[src/rtl/nn_fixed_pkg.sv]
// Fixed-point (8.8 signed) constants and the pipeline-stage state type shared by
// the MAC, the sigmoid lookup and the later layer stages.
package nn_fixed_pkg;

  localparam int DATA_W = 16;
  localparam int FRAC_W = 8;

  localparam logic signed [DATA_W-1:0] SAT_MAX = 16'sh7FFF;
  localparam logic signed [DATA_W-1:0] SAT_MIN = 16'sh8000;

  localparam logic [DATA_W-1:0] ONE  = 16'h0100;
  localparam logic [DATA_W-1:0] ZERO = 16'h0000;

  typedef enum logic [2:0] {
    IDLE  = 3'd0,
    ACCUM = 3'd1,
    DRAIN = 3'd2,
    OUT   = 3'd3,
    HOLD  = 3'd4
  } stage_state_e;

  // Sign-extends an 8.8 value into a wider accumulator aligned to 2*FRAC_W fraction bits.
  function automatic logic [63:0] q88_to_acc64(input logic [DATA_W-1:0] v);
    logic signed [63:0] ext;
    ext = 64'(signed'(v));
    return ext <<< FRAC_W;
  endfunction

endpackage

[src/rtl/fx_shift_sat.sv]
// Combinational arithmetic right shift of a wide signed value, saturated into a
// narrower signed result with an overflow flag.
module fx_shift_sat #(
  parameter int IN_W  = 40,
  parameter int OUT_W = 16,
  parameter int SHIFT = 8
) (
  input  logic [IN_W-1:0]  val_i,
  output logic [OUT_W-1:0] res_o,
  output logic             ovf_o
);

  logic signed [IN_W-1:0] shifted;
  logic [IN_W-OUT_W:0]    top_bits;
  logic                   fits;

  always_comb begin
    shifted  = $signed(val_i) >>> SHIFT;
    // The value fits when every bit above the result's sign bit repeats that sign bit.
    top_bits = shifted[IN_W-1:OUT_W-1];
    fits     = (top_bits == '0) || (top_bits == '1);
    res_o    = shifted[OUT_W-1:0];
    ovf_o    = 1'b0;
    if (!fits) begin
      ovf_o = 1'b1;
      res_o = shifted[IN_W-1] ? {1'b1, {(OUT_W-1){1'b0}}}
                              : {1'b0, {(OUT_W-1){1'b1}}};
    end
  end

endmodule

[src/rtl/mac_accumulator.sv]
// Per-neuron multiply-accumulate: bias + sum(x*w) over N_INPUTS streamed 8.8 beats,
// saturated back to 8.8 and held with a one-cycle done pulse for the sigmoid stage.
module mac_accumulator
  import nn_fixed_pkg::*;
#(
  parameter int N_INPUTS = 16,
  parameter int DATA_W   = nn_fixed_pkg::DATA_W,
  parameter int FRAC_W   = nn_fixed_pkg::FRAC_W,
  parameter int ACC_W    = 40
) (
  input  logic              clk,
  input  logic              reset,
  input  logic              start,
  input  logic [DATA_W-1:0] bias,
  input  logic              in_valid,
  output logic              in_ready,
  input  logic [DATA_W-1:0] x_in,
  input  logic [DATA_W-1:0] w_in,
  output logic [DATA_W-1:0] mac_out,
  output logic              done,
  output logic              busy,
  output logic              ovf
);

  localparam int PROD_W = 2 * DATA_W;
  localparam int CNT_W  = $clog2(N_INPUTS + 1);
  localparam logic [CNT_W-1:0] LAST_IDX = CNT_W'(N_INPUTS - 1);

  stage_state_e             state_q;
  logic [CNT_W-1:0]         cnt_q;
  logic signed [PROD_W-1:0] prod_q;
  logic                     prod_vld_q;
  logic signed [ACC_W-1:0]  acc_q;
  logic signed [ACC_W-1:0]  acc_d;
  logic signed [ACC_W-1:0]  bias_ext;
  logic signed [ACC_W-1:0]  prod_ext;
  logic                     in_ready_q;
  logic                     busy_q;
  logic                     done_q;
  logic                     ovf_q;
  logic [DATA_W-1:0]        mac_out_q;
  logic                     beat;
  logic [DATA_W-1:0]        sat_res;
  logic                     sat_ovf;

  assign beat     = in_valid && in_ready_q;
  assign bias_ext = {{(ACC_W-DATA_W-FRAC_W){bias[DATA_W-1]}}, bias, {FRAC_W{1'b0}}};
  assign prod_ext = {{(ACC_W-PROD_W){prod_q[PROD_W-1]}}, prod_q};
  assign acc_d    = acc_q + prod_ext;

  fx_shift_sat #(
    .IN_W  (ACC_W),
    .OUT_W (DATA_W),
    .SHIFT (FRAC_W)
  ) u_shift_sat (
    .val_i (acc_q),
    .res_o (sat_res),
    .ovf_o (sat_ovf)
  );

  // Product is registered one cycle ahead of accumulation; DRAIN exists only to
  // fold in the product of the final accepted beat.
  always_ff @(posedge clk) begin
    if (reset) begin
      state_q    <= IDLE;
      cnt_q      <= '0;
      prod_q     <= '0;
      prod_vld_q <= 1'b0;
      acc_q      <= '0;
      in_ready_q <= 1'b0;
      busy_q     <= 1'b0;
      done_q     <= 1'b0;
      ovf_q      <= 1'b0;
      mac_out_q  <= ZERO;
    end else begin
      done_q     <= 1'b0;
      prod_vld_q <= 1'b0;
      if (prod_vld_q) begin
        acc_q <= acc_d;
      end

      case (state_q)
        IDLE, HOLD: begin
          if (start) begin
            state_q    <= ACCUM;
            acc_q      <= bias_ext;
            cnt_q      <= '0;
            ovf_q      <= 1'b0;
            busy_q     <= 1'b1;
            in_ready_q <= 1'b1;
          end
        end
        ACCUM: begin
          if (beat) begin
            prod_q     <= $signed(x_in) * $signed(w_in);
            prod_vld_q <= 1'b1;
            cnt_q      <= cnt_q + CNT_W'(1);
            if (cnt_q == LAST_IDX) begin
              in_ready_q <= 1'b0;
              state_q    <= DRAIN;
            end
          end
        end
        DRAIN: begin
          state_q <= OUT;
        end
        OUT: begin
          mac_out_q <= sat_res;
          ovf_q     <= sat_ovf;
          done_q    <= 1'b1;
          busy_q    <= 1'b0;
          state_q   <= HOLD;
        end
        default: begin
          state_q    <= IDLE;
          in_ready_q <= 1'b0;
          busy_q     <= 1'b0;
        end
      endcase
    end
  end

  assign in_ready = in_ready_q;
  assign busy     = busy_q;
  assign done     = done_q;
  assign ovf      = ovf_q;
  assign mac_out  = mac_out_q;

endmodule

[config.mk]
export PLATFORM = sky130hd
export DESIGN_NAME = mac_accumulator
export DESIGN_NICKNAME = d
export VERILOG_FILES = /design/src/rtl/nn_fixed_pkg.sv /design/src/rtl/fx_shift_sat.sv /design/src/rtl/mac_accumulator.sv
export SDC_FILE = /design/constraint.sdc
export NUM_CORES = 1
export LEC_CHECK = 0
export CAP_MARGIN = 20
export CORE_MARGIN = 2
export CORE_UTILIZATION = 60
export DETAILED_ROUTE_END_ITERATION = 8
export PLACE_DENSITY = 0.79
export SLEW_MARGIN = 10
export SYNTH_ARGS = -nofsm -noshare
export SYNTH_HDL_FRONTEND = slang
export SYNTH_SLANG_ARGS = --single-unit
[constraint.sdc]
create_clock -name clk -period 20.4 [get_ports clk]
set_input_delay 3.06 -clock clk [delete_from_list [all_inputs] [get_ports clk]]
set_output_delay 3.06 -clock clk [all_outputs]
set_load 0.02 [all_outputs]
==> impl_metrics.tcl, run 1 <==
set metrics [dict create \
    grt_start_max_net_pins 78 \
    drtPass1Iterations 5 \
    synth_most_common_cell "inv_1" \
    r2r_end "acc_q[36]" \
    ys_types 64 \
    grt_pass1_vias 12988 \
    synth-async-reset-ratio_pct 0 \
    max_slew_margin_pct 26.7 \
    clk_pin_slew_ns 0.08 \
    rsz0062_at_grt "no" \
    synthTopCellsByArea "fa_1, dfxtp_1, ha_1" \
    area_growth_pct 7.91 \
    drc_errors 0 \
    crit_type "in2reg" \
    syn-num-nets 2265 \
    post-route-min-period_ns 9.60 \
    holdPathEnd "prod_q[13]" \
    chipHeight_microns 166 \
    status "completed" \
    synth_edf_count 0 \
    ff2ff_path_depth 12 \
    hold_viol 0 \
    hold_class "reg2reg" \
    drtAntennaViolNets 0 \
    synth_area_leader_cell "fa_1" \
    routed_via_density 5.62 \
    die-area_sq_um 27500 \
    pre_cts_ws_ns 10.48 \
    r2r_start "prod_q[0]" \
    antenna_cells 0 \
    io_buffers 71 \
    hold_depth 2 \
    place_inst 2173 \
    final_cells 2190 \
    finClkSkew_ns 0.00982 \
    worst-r2r-setup-slack_ns 16.63 \
    path_max_fanout 16 \
    synth_common_cells "inv_1, fa_1, nand2_1" \
    clock_latency_ns 0.35 \
    grt_overflow_total 0 \
    cts_resized 0 \
    ios 72 \
    ys_ff_latch 101 \
    dp_hpwl_microns 29100 \
    synth_top_area_share_pct 33.5 \
    grt_antenna_before_repair 0 \
    dr_total_vias 12315 \
    layout_worst_path_cycle_share_pct 47.1 \
    max-cap-violations 0 \
    ctsHoldBuffers 0 \
    critPathRequiredTime_ns 20.66 \
    syn_avg_cell_area_sq_um 8.61 \
    end_kind "register" \
    synthFlopType "dfxtp_1" \
    cts_root_buf "clkbuf_16" \
    cts_buffers 9 \
    crit_arrival_ns 9.86 \
    grt.total_usage_pct 27.3 \
    hp-start "prod_q[13]" \
    rows 59 \
    syn_area_sq_um 15700 \
    start_kind "primary input" \
    cts.path.max_buffers 2 \
    seq_area_frac_synth_pct 12.9 \
    cts_setup_buffers 0 \
    drive_gt1_share_pct 1.99 \
    cts_tree "yes" \
    grt_pass1_wl_microns 62400 \
    coreArea_sq_um 25900 \
    drt_iter0_drc 789 \
    syn_inst 1827 \
    yosys_warnings 0 \
    routed_wirelength_microns 36000 \
    cts_sinks 101 \
    max_freq_ghz 0.104 \
    finalSetupTns_ns 0 \
    die_x_microns 166 \
    timing.hold.ws_ns 0.459 \
    final_max_slew_viol_count 0 \
    start_util_pct 60.7 \
    final_net_count 2288 \
    routabilityCongestion 0.892 \
    htreeDepth 3 \
    worst_slack_ns 10.80 \
    setup_viol_count_final 0 \
    avgRoutedWirePerCell_microns 16.4 \
    worstMarginPinSlew_ns 1.10 \
]
[area by class of cell]
type	count	area, sq um
clock buffer	9	225
clock inverter	7	88.8
fill	2173	8940
inverter	326	1220
multi-input combinational	1335	12200
sequential	101	2020
tap	335	419
timing repair buffer	77	751
[cell families (layout without fill, tap and decap cells)]
logic type	Yosys count	after routing	share of synthesized area, %
AO/OA/AOI/OAI	307	307	12.5
adder cells (fa/ha/maj)	386	386	43.3
flip-flops	101	101	12.9
XOR/XNOR	70	70	3.90
multiplexers	23	23	1.46
AND/OR/NAND/NOR	549	549	16.7
buffers and inverters	391	419	9.33
[worst max path at each step]
stage          startpoint          to  slack [ns]
3_3_place_gp      x_in[6]  prod_q[30]       10.65
5_1_grt           x_in[6]  prod_q[30]       10.42
4_1_cts          x_in[10]  prod_q[30]       10.84
2_1_floorplan    x_in[11]  prod_q[30]       11.67
6_report         x_in[10]  prod_q[30]       10.80
3_5_place_dp     x_in[10]  prod_q[30]       10.48
[metrics by stage]
step           utilization (%)  area [sq um]
2_1_floorplan                -         15700
3_3_place_gp              64.3         16700
3_5_place_dp              64.3         16700
4_1_cts                   65.5         17000
5_1_grt                   65.5         17000
6_report                  65.5         17000
[worst max-delay path: stages]
cell	delay (ns)
clkdlybuf4s50_1	0.92
nand2_1	0.19
fa_1	0.55
fa_1	0.49
fa_1	0.55
inv_1	0.05
fa_1	0.48
fa_1	0.49
inv_1	0.05
fa_1	0.48
inv_1	0.05
ha_1	0.39
nand3_2	0.12
a211oi_2	0.21
a22oi_1	0.21
o311ai_4	0.38
o21ai_1	0.16
o311ai_1	0.40
o21ai_1	0.12
a21oi_1	0.18
xnor2_1	0.08
a211oi_1	0.23
[placed cells by master (no fill, tap or decap), types with 3 or more instances in the layout]
master,Yosys,routed
nor4_1,4,4
inv_1,325,325
xor2_1,11,11
nand2_1,198,198
or3_1,5,5
nand3b_1,5,5
nand2b_1,12,12
and2_1,127,127
a22oi_1,3,3
ha_1,123,123
inv_8,0,3
a2111oi_0,3,3
a31oi_1,6,6
clkdlybuf4s50_1,0,70
nor3b_1,3,3
o21a_1,9,9
dfxtp_1,101,101
mux2i_1,23,23
and3_1,8,8
o21ai_1,9,9
buf_4,0,6
nor3_1,29,29
a21o_1,30,30
xnor2_1,59,59
fa_1,263,263
a211oi_1,43,43
nor2_1,111,111
clkbuf_16,0,9
o21ai_0,49,49
a21oi_1,109,109
a41oi_1,3,3
nand4_1,10,10
o211ai_1,7,7
or2_2,3,3
nor2b_1,4,4
o21bai_1,10,10
nand3_1,22,22
[layer usage]
| metal | vias to the layer above | share of wire, % | global-route usage [%] |
|---|---|---|---|
| li1 | 5869 | - | - |
| met1 | 6035 | 45 | 36.6 |
| met2 | 348 | 47 | 46.9 |
| met3 | 63 | 5.8 | 4.19 |
| met4 | 0 | 2.0 | 6.39 |
| met5 | - | 0 | 0 |
[sequential cells by signal (all words and copies together) (netlist names)]
name / flops
acc_q: 40
prod_q: 32
mac_out: 16
cnt_q: 5
state_q: 3
busy: 1
done: 1
in_ready: 1
ovf: 1
prod_vld_q: 1
Power of run 1 is not shown: default switching activity piles up to over one toggle a cycle in this logic, so the estimate is an artifact.
==> run 2, diff against run 1 <==
--- a/config.mk
+++ b/config.mk
@@ -7,9 +7,9 @@
 export LEC_CHECK = 0
 export CAP_MARGIN = 20
 export CORE_MARGIN = 2
-export CORE_UTILIZATION = 60
+export CORE_UTILIZATION = 58
 export DETAILED_ROUTE_END_ITERATION = 8
-export PLACE_DENSITY = 0.79
+export PLACE_DENSITY = 0.8
 export SLEW_MARGIN = 10
 export SYNTH_ARGS = -nofsm -noshare
 export SYNTH_HDL_FRONTEND = slang
==> constraint.sdc (replaced) <==
create_clock -name clk -period 8.11 [get_ports clk]
set_input_delay 1.2165 -clock clk [delete_from_list [all_inputs] [get_ports clk]]
set_output_delay 1.2165 -clock clk [all_outputs]
set_load 0.02 [all_outputs]
==> impl_metrics.tcl, run 2 (synthesized netlist as in run 1, its figures left out) <==
set metrics [dict create \
    status "completed" \
    die-area_sq_um 28500 \
    drtPass1Iterations 7 \
    crit_type "in2reg" \
    cts_setup_buffers 0 \
    drive_gt1_share_pct 3.24 \
    register_area_sq_um 2020 \
    grt_start_max_net_pins 78 \
    n_fill_cell 2202 \
    clock_latency_ns 0.35 \
    final_common_cell "inv_1" \
    grt.total_usage_pct 26.5 \
    cts_tree "yes" \
    path_max_fanout 16 \
    chipHeight_microns 169 \
    grt_pass1_wl_microns 61900 \
    finClkSkew_ns 0.0100 \
    crit_arrival_ns 7.87 \
    final_net_count 2313 \
    cts_root_buf "clkbuf_16" \
    drtAntennaViolNets 0 \
    cp_cell_sequence "clkdlybuf4s50_1 > nand2_1 > fa_1 > fa_1 > fa_1 > inv_1 > fa_1 > fa_1 > inv_1 > fa_1 > inv_1 > ha_1 > nand2_1 > o21ai_0 > a22oi_1 > o311ai_4 > o21ai_1 > o311ai_1 > o21ai_1 > a21oi_1 > xnor2_1 > a211oi_1" \
    layout_worst_path_cycle_share_pct 93.9 \
    multi_input_area_sq_um 12200 \
    cts.path.max_buffers 2 \
    final_cell_mix "inv_1, fa_1, nand2_1" \
    max_stage_delay_ns 0.87 \
    antenna_cells 0 \
    io_buffers 71 \
    end_kind "register" \
    routabilityCongestion 0.897 \
    max_freq_ghz 0.131 \
    avgRoutedWirePerCell_microns 16.2 \
    rows 60 \
    worstMarginPinSlew_ns 0.936 \
    critPathRequiredTime_ns 8.37 \
    dr_total_vias 12528 \
    cts_buffers 9 \
    drt_iter0_drc 913 \
    routed_via_density 5.64 \
    ios 72 \
    htreeDepth 3 \
    dp_hpwl_microns 29800 \
    die_x_microns 169 \
    cts_sinks 101 \
    grt_overflow_total 0 \
    cts_resized 0 \
    max-cap-violations 0 \
    final_max_slew_viol_count 0 \
    top_register "acc_q" \
    ctsHoldBuffers 0 \
    grt_antenna_before_repair 0 \
    start_kind "primary input" \
    routed_wirelength_microns 36000 \
    max_slew_margin_pct 37.4 \
    finalSetupTns_ns 0 \
    hold_viol 0 \
    coreArea_sq_um 26800 \
    slowest_stage "clkdlybuf4s50_1" \
    crit_top_cell "fa_1" \
    post-route-min-period_ns 7.62 \
    start_util_pct 58.7 \
    clk_pin_slew_ns 0.07 \
    area_growth_pct 9.08 \
    setup_viol_count_final 0 \
    hold_class "reg2reg" \
    grt_pass1_vias 13309 \
    drc_errors 0 \
    rsz0062_at_grt "no" \
    largest_reg_flops 40 \
]
[run 2: cell count changes in the layout (fill, tap and decap cells not counted)]
cell      delta
inv_8        -3
inv_6        -1
clkinv_4     +1
clkinv_2     +1
buf_4       +25
clkbuf_8     +1
clkbuf_1     +1
[run 2: critical path: cells and delay by family]
family	cells	cell delay, ns
adders and majority gates	7	3.42
AOI/OAI and AO/OA	8	1.88
buffers and inverters	4	1.02
and+or+nand+nor	2	0.23
xor gates and xnor gates	1	0.08
[run 2: layout make-up]
type,instances,area share (%)
Clock inverter,5,0.350
Multi-Input combinational cell,1335,71.4
Clock buffer,11,1.41
Timing Repair Buffer,102,5.47
Sequential cell,101,11.8
Tap cell,341,2.49
Inverter,326,7.13
[run 2: through the flow]
step	setup WS, ns	instances	utilization, %	cell area, sq um	hold slack (ns)
2_1_floorplan	1.22	1827	-	15700	0.436
3_3_place_gp	0.373	2204	62.9	16800	0.446
3_5_place_dp	0.141	2204	62.9	16800	0.451
4_1_cts	0.494	2220	64.0	17200	0.461
5_1_grt	0.0678	2221	64.0	17200	0.484
6_report	0.495	2221	64.0	17200	0.460
[run 2: path summary, 6_finish.rpt]
path	from	to	slack, ns	cells past startpoint
hold / removal	mac_out[15]	mac_out[15]	0.46	2
setup reg to reg	prod_q[0]	acc_q[36]	4.50	12
hold reg to reg	mac_out[15]	mac_out[15]	0.46	2
setup / recovery	w_in[2]	prod_q[30]	0.49	22
[run 2: routing by layer]
layer / track usage, % / wire length (microns) / up-vias / share of wire (%)
li1: - / - / 5922 / -
met1: 34.0 / 15500 / 6180 / 43
met2: 48.1 / 18000 / 363 / 50
met3: 3.04 / 1880 / 63 / 5.2
met4: 6.00 / 623 / 0 / 1.7
met5: 0 / 0 / - / 0
Power of run 2 is left out for the same reason.
